### config.mk
export PLATFORM = sky130hd
export DESIGN_NAME = vote_input_conditioner
export DESIGN_NICKNAME = d
export VERILOG_FILES = /design/src/rtl/vm_pkg.sv /design/src/rtl/button_debouncer.sv /design/src/rtl/vote_input_conditioner.sv
export SDC_FILE = /design/constraint.sdc
export NUM_CORES = 1
export LEC_CHECK = 0
export ABC_AREA = 1
export CAP_MARGIN = 40
export CORE_MARGIN = 2
export CORE_UTILIZATION = 36
export DETAILED_ROUTE_END_ITERATION = 7
export HOLD_SLACK_MARGIN = 0.08
export PLACE_DENSITY = 0.61
export SLEW_MARGIN = 20
export SYNTH_ARGS = -nofsm -noshare
export SYNTH_HDL_FRONTEND = slang
export SYNTH_HIERARCHICAL = 1
export SYNTH_SLANG_ARGS = --single-unit
### constraint.sdc
create_clock -name clk -period 1.85 [get_ports clk]
set_clock_uncertainty 0.15 [all_clocks]
set_input_delay 0.37 -clock clk [delete_from_list [all_inputs] [get_ports clk]]
set_output_delay 0.37 -clock clk [all_outputs]
set_load 0.01 [all_outputs]
### src/rtl/vm_pkg.sv
// Shared types for the voting front end: candidate count, conditioner FSM states
// and a helper that counts how many debounced buttons are currently held.
package vm_pkg;

    localparam int NUM_CANDIDATES = 3;

    typedef enum logic [1:0] {IDLE, HOLD, COOLDOWN, CLOSED} vic_state_t;

    function automatic logic [1:0] count_high(input logic [NUM_CANDIDATES-1:0] v);
        logic [1:0] n;
        n = '0;
        for (int i = 0; i < NUM_CANDIDATES; i++) begin
            n = n + 2'(v[i]);
        end
        return n;
    endfunction

endpackage

### src/rtl/button_debouncer.sv
// Two-flop synchroniser followed by a stability counter; o_level changes only after
// DEBOUNCE_CYCLES consecutive synchronised samples disagree with it.
module button_debouncer #(
    parameter int DEBOUNCE_CYCLES = 4
) (
    input  logic clk,
    input  logic rst_n,
    input  logic i_raw,
    output logic o_level,
    output logic o_rise
);

    localparam int CNT_W = $clog2(DEBOUNCE_CYCLES + 1);

    logic             sync1_q, sync2_q;
    logic [CNT_W-1:0] cnt_q, cnt_d;
    logic             level_q, level_d;
    logic             rise_q, rise_d;

    always_comb begin
        cnt_d   = '0;
        level_d = level_q;
        rise_d  = 1'b0;
        if (sync2_q != level_q) begin
            // the sample that brings the count to DEBOUNCE_CYCLES flips the level
            if (cnt_q == CNT_W'(DEBOUNCE_CYCLES - 1)) begin
                level_d = sync2_q;
                rise_d  = sync2_q;
            end else begin
                cnt_d = cnt_q + 1'b1;
            end
        end
    end

    always_ff @(posedge clk or negedge rst_n) begin
        if (!rst_n) begin
            sync1_q <= 1'b0;
            sync2_q <= 1'b0;
            cnt_q   <= '0;
            level_q <= 1'b0;
            rise_q  <= 1'b0;
        end else begin
            sync1_q <= i_raw;
            sync2_q <= sync1_q;
            cnt_q   <= cnt_d;
            level_q <= level_d;
            rise_q  <= rise_d;
        end
    end

    assign o_level = level_q;
    assign o_rise  = rise_q;

endmodule

### src/rtl/vote_input_conditioner.sv
// Conditions three raw candidate buttons into clean one-cycle vote pulses, rejecting
// multi-button ballots and enforcing a post-ballot lockout until voting closes.
module vote_input_conditioner
    import vm_pkg::*;
#(
    parameter int DEBOUNCE_CYCLES = 4,
    parameter int LOCKOUT_CYCLES  = 8
) (
    input  logic clk,
    input  logic rst_n,
    input  logic i_btn_1,
    input  logic i_btn_2,
    input  logic i_btn_3,
    input  logic i_voting_over,
    output logic o_candidate_1,
    output logic o_candidate_2,
    output logic o_candidate_3,
    output logic o_invalid,
    output logic o_busy,
    output logic o_closed
);

    localparam int LOCK_W = $clog2(LOCKOUT_CYCLES + 1);

    logic [NUM_CANDIDATES-1:0] raw, level, rise;
    logic [1:0]                n_high;

    vic_state_t                state_q, state_d;
    logic [LOCK_W-1:0]         lock_q, lock_d;
    logic [NUM_CANDIDATES-1:0] cand_q, cand_d;
    logic                      invalid_q, invalid_d;
    logic                      busy_q, busy_d;
    logic                      closed_q, closed_d;

    assign raw = {i_btn_3, i_btn_2, i_btn_1};

    for (genvar g = 0; g < NUM_CANDIDATES; g++) begin : g_deb
        button_debouncer #(
            .DEBOUNCE_CYCLES(DEBOUNCE_CYCLES)
        ) u_deb (
            .clk    (clk),
            .rst_n  (rst_n),
            .i_raw  (raw[g]),
            .o_level(level[g]),
            .o_rise (rise[g])
        );
    end

    always_comb begin
        n_high    = count_high(level);
        state_d   = state_q;
        lock_d    = lock_q;
        cand_d    = '0;
        invalid_d = 1'b0;
        if (i_voting_over) begin
            state_d = CLOSED;
        end else begin
            case (state_q)
                IDLE: begin
                    if (n_high >= 2'd2) begin
                        invalid_d = 1'b1;
                        state_d   = HOLD;
                    end else if (n_high == 2'd1 && (rise & level) != '0) begin
                        cand_d  = rise & level;
                        state_d = HOLD;
                    end
                end
                HOLD: begin
                    if (n_high == 2'd0) begin
                        state_d = COOLDOWN;
                        lock_d  = LOCK_W'(LOCKOUT_CYCLES);
                    end
                end
                COOLDOWN: begin
                    // a press during lockout is swallowed and must be released again
                    if (n_high != 2'd0) begin
                        state_d = HOLD;
                    end else if (lock_q == LOCK_W'(1)) begin
                        state_d = IDLE;
                    end else begin
                        lock_d = lock_q - 1'b1;
                    end
                end
                CLOSED:  state_d = CLOSED;
                default: state_d = IDLE;
            endcase
        end
        busy_d   = (state_d == HOLD) || (state_d == COOLDOWN);
        closed_d = (state_d == CLOSED);
    end

    always_ff @(posedge clk or negedge rst_n) begin
        if (!rst_n) begin
            state_q   <= IDLE;
            lock_q    <= '0;
            cand_q    <= '0;
            invalid_q <= 1'b0;
            busy_q    <= 1'b0;
            closed_q  <= 1'b0;
        end else begin
            state_q   <= state_d;
            lock_q    <= lock_d;
            cand_q    <= cand_d;
            invalid_q <= invalid_d;
            busy_q    <= busy_d;
            closed_q  <= closed_d;
        end
    end

    assign o_candidate_1 = cand_q[0];
    assign o_candidate_2 = cand_q[1];
    assign o_candidate_3 = cand_q[2];
    assign o_invalid     = invalid_q;
    assign o_busy        = busy_q;
    assign o_closed      = closed_q;

endmodule

==> flow_summary.ini <==
[global_routing]
grt_max_degree = 34
grt_pass1_wl_um = 4550
use_met3_pct = 3.90
first_global_vias = 1079
grt_usage_pct = 12.0
overflow = 0
grt_util_met2_pct = 19.6
busiest_layer = met2
met1_usage_pct = 13.8
antenna_found_initial = 0

[clock_tree]
numCtsBuffers = 5
path_clk_slew_ps = 60
cts_tree = yes
cts.path.max_buffers = 2
holdBufCountCts = 0
cts.sinks = 33
root_buffer = clkbuf_8
cts-htree-levels = 2
clock_latency_ps = 280

[timing]
finalWorstSetupSlack_ps = -108
tightest_slew_ps = 214
setup_viol = 3
rsz0062_at_grt = true
max_slew_margin_pct = 85.7
hold_viol_final = 0
min_period_over_period_pct = 106
hold_ws_ps = 202
drv_slew = 0
tns_ps = -182
finalCriticalPeriod_ps = 1960
max_freq_mhz = 511

[synthesis]
synth_area_leaders = dfrtp_1 53%, nand2_1 13%, ha_1 8.8%
yosysTopAreaCell = dfrtp_1
syn-instance-count = 181
seq_area_frac_synth_pct = 52.5
synth_ff_type = dfrtp_1
yosysWarnings = 6
ys_seq_elements = 33
synth_top_area_share_pct = 52.5
synth_cell_types = 15
syn_area_per_cell_um2 = 8.69
async_flop_share_pct = 100
syn_area_um2 = 1570
postSynthNetCount = 199
synth-edff-count = 0

[power_and_ir_drop]
intPower_mw = 1.46
ir_drop_mv = 0.468
power.total_mw = 2.11
leakagePower_nw = 1.02
pwr-share-seq_pct = 40.9
pwr-share-comb_pct = 31.3
powerDensity_nw_per_um2 = 1050
p_sw_share_pct = 30.9
power_switching_mw = 0.651
power_frac_clock_pct = 27.8

[cells_and_area]
layout-drive-gt1-share_pct = 20.6
fillers = 402
layout_common_cells = 54 x nand2_1, 33 x dfrtp_1, 26 x nor2_1, 25 x inv_1, 13 x buf_4
num-nets-final = 231
antenna_cells = 0
syn_to_final_growth_pct = 28.1
layout_commonest_cell = nand2_1

[setup_path]
startpoint = g_deb[2].u_deb/o_level
slowest_stage = fa_1
crit_type = reg2reg
cp_max_fo = 3
crit_arrival_ps = 1980
endpoint = o_busy
r2r_cells = 7
r2r-end = o_busy
r2r_setup_slack_ps = -110
worstPathRequired_ps = 1870
cp-start-kind = flop
path_cells = inv_2, fa_1, nor2_1, nand2_1, a21oi_2, nand2_1, ha_4
crit_path_max_incr_delay_ps = 520
critPathCaptureType = flop
r2r-start = g_deb[2].u_deb/o_level
crit_path_frequent_cell = nand2_1

[floorplan]
ios = 12
die_area_um2 = 4910
initial_core_util_pct = 36.6
die_y_um = 70.1
placementRows = 24
die_w_um = 70.1
core_area_um2 = 4290

[routing]
final_antenna_net_count = 0
viasPerCell = 4.39
drtIter0Drc = 51
vias = 1169
routed_wl_um = 2620
firstDrtPassIters = 4
wl_per_cell_um = 9.83
drc = 0

[outcome]
failed_checks = negative setup slack
outcome = finished, violations left

[job]
drv_cap = 0

[place]
place.gp.congestion = 0.802
place_ws_ps = -109
port_buffers = 11
dp_hpwl_um = 1830

[worst_hold_path]
hp-class = reg2reg
worst min-delay path by stage:
stage / from / endpoint / slack, ps / depth (start not counted)
6_report: g_deb[0].u_deb/sync1_q / g_deb[0].u_deb/sync2_q / 200 / 0
5_1_grt: g_deb[1].u_deb/sync1_q / g_deb[1].u_deb/sync2_q / 210 / 0
4_1_cts: g_deb[0].u_deb/sync1_q / g_deb[0].u_deb/sync2_q / 200 / 0
3_5_place_dp: g_deb[0].u_deb/sync1_q / g_deb[0].u_deb/sync2_q / 190 / 0
3_3_place_gp: g_deb[1].u_deb/sync1_q / g_deb[1].u_deb/sync2_q / 180 / 0
2_1_floorplan: rst_n / cand_q[0] / -80 / 0
Yosys cell counts (2+ instances only):
master,number
nand3b_1,2
ha_1,11
nand2_1,56
nand3_1,8
inv_1,28
nor2_1,26
nand2_2,9
a21oi_1,2
dfrtp_1,33
power groups by stage:
stage                     Clock [mW]  Sequential (mW)  Combinational (mW)
after floorplan                    0            0.878               0.373
after global placement             0            0.867               0.614
after detailed placement           0            0.871               0.626
after CTS                      0.616            0.861               0.648
after global routing           0.647            0.871               0.731
final                          0.586            0.861               0.659
state kept, by name, indices dropped and copies added (netlist names):
register / count
o_closed: 1
g_deb.u_deb/o_rise: 3
g_deb.u_deb/o_level: 3
o_invalid: 1
o_busy: 1
g_deb.u_deb/cnt_q: 9
cand_q: 3
g_deb.u_deb/sync1_q: 3
lock_q: 4
g_deb.u_deb/sync2_q: 3
state_q: 2
cell type report:
cell class / count / area, um2 / share of cell area [%]
flip-flops and latches: 33 / 826 / 41.0
well taps: 52 / 65.1 / 3.23
clock buffers: 7 / 96.3 / 4.78
inverters: 28 / 105 / 5.22
repair buffers: 25 / 228 / 11.3
multi-input cells: 120 / 689 / 34.2
clock inverters: 1 / 5.00 / 0.248
critical path, delay by kind of cell, from the launching register on:
family / cells / cell delay [ps]
adder cells (fa/ha/maj): 2 / 770
AND/OR/NAND/NOR: 3 / 380
AO/OA/AOI/OAI: 1 / 150
buffers and inverters: 1 / 40
flip-flops: 1 / 360
stage by stage:
step,cell area [um2],utilization [%],std cells
detailed placement,1860,43.2,256
floorplan,1580,-,181
CTS,2000,46.5,264
finish,2010,46.9,266
global route,2010,46.9,266
global placement,1860,43.2,256
layer usage:
layer	share of wire, %	vias up
li1	-	608
met1	47	540
met2	48	15
met3	3.2	6
met4	2.7	0
met5	0	-
what timing repair did:
| item | CTS | global route |
|---|---|---|
| gates resized for setup | 9 | 2 |
| endpoints found under the setup margin | 6 | 7 |
| pin swaps | 7 | 6 |
| buffers inserted | 1 | 2 |
cell families after synthesis:
family,Yosys count,share of synthesized area (%)
adder cells (fa/ha/maj),12,10.0
flip-flops,33,52.5
AO/OA/AOI/OAI,3,0.954
AND/OR/NAND/NOR,104,29.3
XOR/XNOR,1,0.557
buffers and inverters,28,6.68
(Power assumes the default switching activity.)
==> RTL edit 1 (same flow settings) <==
Reset style: synchronous (`rst_n`), changed in 2 clocked blocks.
--- a/src/rtl/button_debouncer.sv
+++ b/src/rtl/button_debouncer.sv
@@ -34,3 +34,3 @@
 
-    always_ff @(posedge clk or negedge rst_n) begin
+    always_ff @(posedge clk) begin
         if (!rst_n) begin
--- a/src/rtl/vote_input_conditioner.sv
+++ b/src/rtl/vote_input_conditioner.sv
@@ -91,3 +91,3 @@
 
-    always_ff @(posedge clk or negedge rst_n) begin
+    always_ff @(posedge clk) begin
         if (!rst_n) begin
Function: differs if rst_n is asserted again (counterexample within 4 cycles, from zero or initial values and one cycle with rst_n low); with rst_n held inactive, the same outputs for 10 cycles.
==> RTL edit 1 against the original RTL <==
- the run still ends with negative setup slack left
- cell area down 4.8%
- non-clock buffer count up 4
- global-route usage down 0.85 points
- sequential cell count unchanged
- via count down 2.7%
- critical path depth up 4
- wire length down 11%
- count of clock-buffer cells in the layout down 2
- area after synthesis down 6.4%
- worst setup slack worse by 0.014 ns
Power is not compared: it rests on default switching activity, and its combinational part moved more than twofold at a synthesized area within 25%.
==> RTL edit 1: results (changes against the original RTL) <==
<table>
<tr><th>Metric</th><th>Value</th></tr>
<tr><th colspan="2">Run status</th></tr>
<tr><td>Result of the run</td><td>finished with violations</td></tr>
<tr><td>Failing checks</td><td>negative setup slack</td></tr>
<tr><th colspan="2">GRT</th></tr>
<tr><td>Pin count of the biggest net entering global routing</td><td>12 (-65%)</td></tr>
<tr><td>First-pass GRT wire length</td><td>3.746 mm (-18%)</td></tr>
<tr><td>Global-route met3 utilization</td><td>0.04441 (+0.005447)</td></tr>
<tr><td>Vias in the first global route</td><td>940 (-13%)</td></tr>
<tr><td>Total Routing Usage GR</td><td>0.1118 (-0.008541)</td></tr>
<tr><th colspan="2">Place</th></tr>
<tr><td>Number of instances in the placed design</td><td>259 (+1.2%)</td></tr>
<tr><td>Post-DP HPWL</td><td>1.670 mm (-8.9%)</td></tr>
<tr><td>Placer Congestion</td><td>0.8092 (+0.86%)</td></tr>
<tr><th colspan="2">STA</th></tr>
<tr><td>Highest clock frequency the design can meet</td><td>507.0 MHz (-0.71%)</td></tr>
<tr><td>Final setup fails</td><td>7 (+4)</td></tr>
<tr><td>Rel. slew slack</td><td>0.8084 (-0.04863)</td></tr>
<tr><td>Worst-case setup margin in the final layout</td><td>-0.1224 ns (-0.01391 ns)</td></tr>
<tr><th colspan="2">Routing</th></tr>
<tr><td>Number of DRC markers after the initial detailed-route iteration</td><td>42 (-18%)</td></tr>
<tr><td>Routed via count</td><td>1,138 (-2.7%)</td></tr>
<tr><td>Post-detailed-routing wire length</td><td>2.322 mm (-11%)</td></tr>
<tr><td>Mean number of vias per cell</td><td>4.215 (-4.1%)</td></tr>
<tr><th colspan="2">Logic synthesis</th></tr>
<tr><td>Number of distinct library cell variants in the gate-level netlist after synthesis</td><td>22 (+7)</td></tr>
<tr><td>Post-synth top area share</td><td>0.4490 (-0.07608)</td></tr>
<tr><td>Sequential share of the synthesized area</td><td>0.4490 (-0.07608)</td></tr>
<tr><td>Synth Flop Type</td><td>dfxtp_1</td></tr>
<tr><td>List of most frequent post-synthesis cells</td><td>36 x nand2_1, 33 x dfxtp_1, 32 x inv_1, 23 x nor2_1, 14 x ha_1</td></tr>
<tr><td>Top area cells in the synthesized netlist</td><td>dfxtp_1 45%, ha_1 12%, nand2_1 9.2%, inv_1 8.2%, nor2_1 5.9%</td></tr>
<tr><th colspan="2">Layout</th></tr>
<tr><td>Fill cells</td><td>389 (-3.2%)</td></tr>
<tr><td>Ratio of cells with drive above 1 in the final layout</td><td>0.2818 (+0.07621)</td></tr>
<tr><td>Number of nets in the finished design</td><td>240 (+3.9%)</td></tr>
<tr><th colspan="2">Worst setup path</th></tr>
<tr><td>Critical path fanouts, max</td><td>4 (+1)</td></tr>
<tr><td>Arrival time of the worst setup path</td><td>2.01 ns (+0.03 ns)</td></tr>
</table>
[RTL edit 1: report_power, final]
| group | internal (mW) | switching (mW) |
|---|---|---|
| logic | 0.0989 | 0.111 |
| registers | 0.736 | 0.0158 |
| clock network | 0.259 | 0.254 |
[RTL edit 1: final timing paths]
check                              start                endpoint  slack [ns]  depth (start not counted)
hold / removal    g_deb[0].u_deb/sync1_q  g_deb[0].u_deb/sync2_q        0.27                          2
setup reg to reg  g_deb[2].u_deb/o_level                  o_busy       -0.12                         11
setup / recovery  g_deb[2].u_deb/o_level                  o_busy       -0.12                         11
hold reg to reg   g_deb[0].u_deb/sync1_q  g_deb[0].u_deb/sync2_q        0.27                          2
[RTL edit 1: logic make-up after synthesis]
logic type / Yosys count / synth area share
AND/OR/NAND/NOR: 81 / 0.2500
flip-flops: 33 / 0.4490
buffers and inverters: 37 / 0.09694
AO/OA/AOI/OAI: 17 / 0.06547
adder cells (fa/ha/maj): 15 / 0.1327
XOR/XNOR: 1 / 0.005953
[RTL edit 1: metrics by stage]
stage / setup WS (ns) / utilization / setup TNS [ns]
finish: -0.1224 / 0.4827 / -0.5338
global route: -0.1902 / 0.4827 / -1.030
CTS: -0.1247 / 0.4761 / -0.4955
detailed placement: -0.1495 / 0.4420 / -0.4544
global placement: -0.1310 / 0.4420 / -0.3497
floorplan: -0.1075 / - / -0.1151
[RTL edit 1: per-layer routing]
metal  wire (µm)  share of wire
met4          58          0.025
met5           0              0
met3          96          0.041
met1        1170           0.50
met2         996           0.43
[RTL edit 1: critical path: stages, from the launching register on]
cell	delay, ns
dfxtp_2	0.33
inv_2	0.04
fa_2	0.61
nand2_4	0.08
inv_2	0.06
nand4_1	0.07
nand3_1	0.10
nand2_2	0.07
nand2_2	0.09
ha_4	0.20
nand2_2	0.06
inv_2	0.03
[RTL edit 1: cell type report]
type                            instances  share of cell area
Sequential cell                        33              0.3466
Inverter                               36             0.07050
Multi-Input combinational cell        114              0.3753
Timing Repair Buffer                   29              0.1299
Tap cell                               50             0.03264
Clock inverter                          3            0.009138
Clock buffer                            5             0.03590
[RTL edit 1: what timing repair did]
action,4_1_cts,5_1_grt
pin swaps,11,8
resized for setup,7,11
setup buffers,3,1
setup endpoints to repair,6,7
==> RTL edit 2 (config.mk and constraints unchanged) <==
Without the edit above. `DEBOUNCE_CYCLES` is set to 4 in 2 places; all go to 8.
--- a/src/rtl/button_debouncer.sv
+++ b/src/rtl/button_debouncer.sv
@@ -3,3 +3,3 @@
 module button_debouncer #(
-    parameter int DEBOUNCE_CYCLES = 4
+    parameter int DEBOUNCE_CYCLES = 8
 ) (
--- a/src/rtl/vote_input_conditioner.sv
+++ b/src/rtl/vote_input_conditioner.sv
@@ -5,3 +5,3 @@
 #(
-    parameter int DEBOUNCE_CYCLES = 4,
+    parameter int DEBOUNCE_CYCLES = 8,
     parameter int LOCKOUT_CYCLES  = 8
Function: changed (Yosys sat finds a counterexample within 10 cycles, from zero or initial values and one cycle with rst_n low).
==> RTL edit 2 against the original RTL <==
- the run still ends with negative setup slack left
- clock power grew 26%
- core utilization shrank 0.82 points
- worst setup slack gained 0.0047 ns
- count of clock-buffer cells in the layout is the same
- area after synthesis grew 9.7%
- cell area grew 6.6%
- power grew 7.3%
- via count grew 3.6%
- worst hold slack lost 0.0045 ns
- sequential cell count grew 3
- wire length grew 2.6%
- combinational power shrank 16%
- largest cell class unchanged
- largest power group unchanged
- highest routed layer unchanged
==> RTL edit 2: results (changes against the original RTL) <==
<table>
<tr><th>Metric</th><th>Value</th></tr>
<tr><th colspan="2">Run status</th></tr>
<tr><td>Result of the run</td><td>finished with violations</td></tr>
<tr><td>Failing checks</td><td>negative setup slack</td></tr>
<tr><th colspan="2">Logic synthesis</th></tr>
<tr><td>Number of distinct library cell variants in the gate-level netlist after synthesis</td><td>21 (+6)</td></tr>
<tr><td>Average size of a mapped cell</td><td>9.034 µm² (+4.0%)</td></tr>
<tr><td>Synth Net Count</td><td>209 (+5.0%)</td></tr>
<tr><th colspan="2">Layout</th></tr>
<tr><td>Layout sequential cell count</td><td>36 (+9.1%)</td></tr>
<tr><td>Share of final layout cell area taken by clock buffers and inverters</td><td>0.05882 (+0.008513)</td></tr>
<tr><td>Non-clock buffer contribution to total cell area</td><td>0.08853 (-0.02452)</td></tr>
<tr><td>Multi-input gates</td><td>127 (+5.8%)</td></tr>
<tr><td>Footprint of the flip-flops and latches</td><td>900.9 µm² (+9.1%)</td></tr>
<tr><td>Multi-input gate area in the final layout</td><td>758.2 µm² (+10%)</td></tr>
<tr><td>Fill cells</td><td>438 (+9.0%)</td></tr>
<tr><td>Ratio of cells with drive above 1 in the final layout</td><td>0.1900 (-0.01556)</td></tr>
<tr><th colspan="2">STA</th></tr>
<tr><td>Post-Route Setup TNS</td><td>-0.1335 ns (+0.04846 ns)</td></tr>
<tr><td>Final setup fails</td><td>5 (+2)</td></tr>
<tr><td>Worst-case setup margin in the final layout</td><td>-0.1038 ns (+0.004684 ns)</td></tr>
<tr><th colspan="2">Floorplan</th></tr>
<tr><td>Floorplan die area</td><td>5363 µm² (+9.1%)</td></tr>
<tr><th colspan="2">Routing</th></tr>
<tr><td>Total met3 wirelength after detailed routing</td><td>67 µm (-19%)</td></tr>
<tr><td>Post-detailed-routing wire length</td><td>2.684 mm (+2.6%)</td></tr>
<tr><td>Mean number of vias per cell</td><td>4.404 (+0.20%)</td></tr>
<tr><td>Length of routed wiring on met1</td><td>1.253 mm (+3.0%)</td></tr>
<tr><th colspan="2">Place</th></tr>
<tr><td>Post-DP HPWL</td><td>1.968 mm (+7.3%)</td></tr>
<tr><td>Worst-case setup slack after placement</td><td>-0.1290 ns (-0.02025 ns)</td></tr>
<tr><td>Post-place instance area</td><td>1976 µm² (+6.5%)</td></tr>
<tr><th colspan="2">GRT</th></tr>
<tr><td>Vias in the first global route</td><td>1,226 (+14%)</td></tr>
<tr><td>Global-route met3 utilization</td><td>0.02901 (-0.009956)</td></tr>
<tr><th colspan="2">Worst setup path</th></tr>
<tr><td>Highest cell delay on the worst timing path</td><td>0.60 ns (+0.08 ns)</td></tr>
<tr><th colspan="2">Pwr</th></tr>
<tr><td>Leakage</td><td>1.073 nW (+5.1%)</td></tr>
<tr><th colspan="2">Min path</th></tr>
<tr><td>Min-Delay Startpoint</td><td>g_deb[2].u_deb/sync1_q</td></tr>
</table>
-- RTL edit 2: changes by cell type after synthesis, moves of 4 or more --
cell / before / now
nand3_2: 0 / 4
nor2_2: 0 / 4
nand2_2: 9 / 3
nor2_1: 26 / 22
-- RTL edit 2: logic make-up (layout without fill, tap and decap cells) --
| family | Yosys count | in the layout | share of synthesized area |
|---|---|---|---|
| xor gates and xnor gates | 4 | 4 | 0.02030 |
| adders and majority gates | 12 | 12 | 0.09137 |
| and+or+nand+nor | 104 | 104 | 0.2828 |
| DFF | 36 | 36 | 0.5221 |
| AOI/OAI and AO/OA | 7 | 7 | 0.02248 |
| buffers and inverters | 28 | 58 | 0.06091 |
-- RTL edit 2: report_power, final --
| part | internal, mW | total (mW) | switching (mW) |
|---|---|---|---|
| sequential | 0.887 | 0.971 | 0.0844 |
| clock | 0.475 | 0.737 | 0.262 |
| combinational | 0.255 | 0.552 | 0.297 |
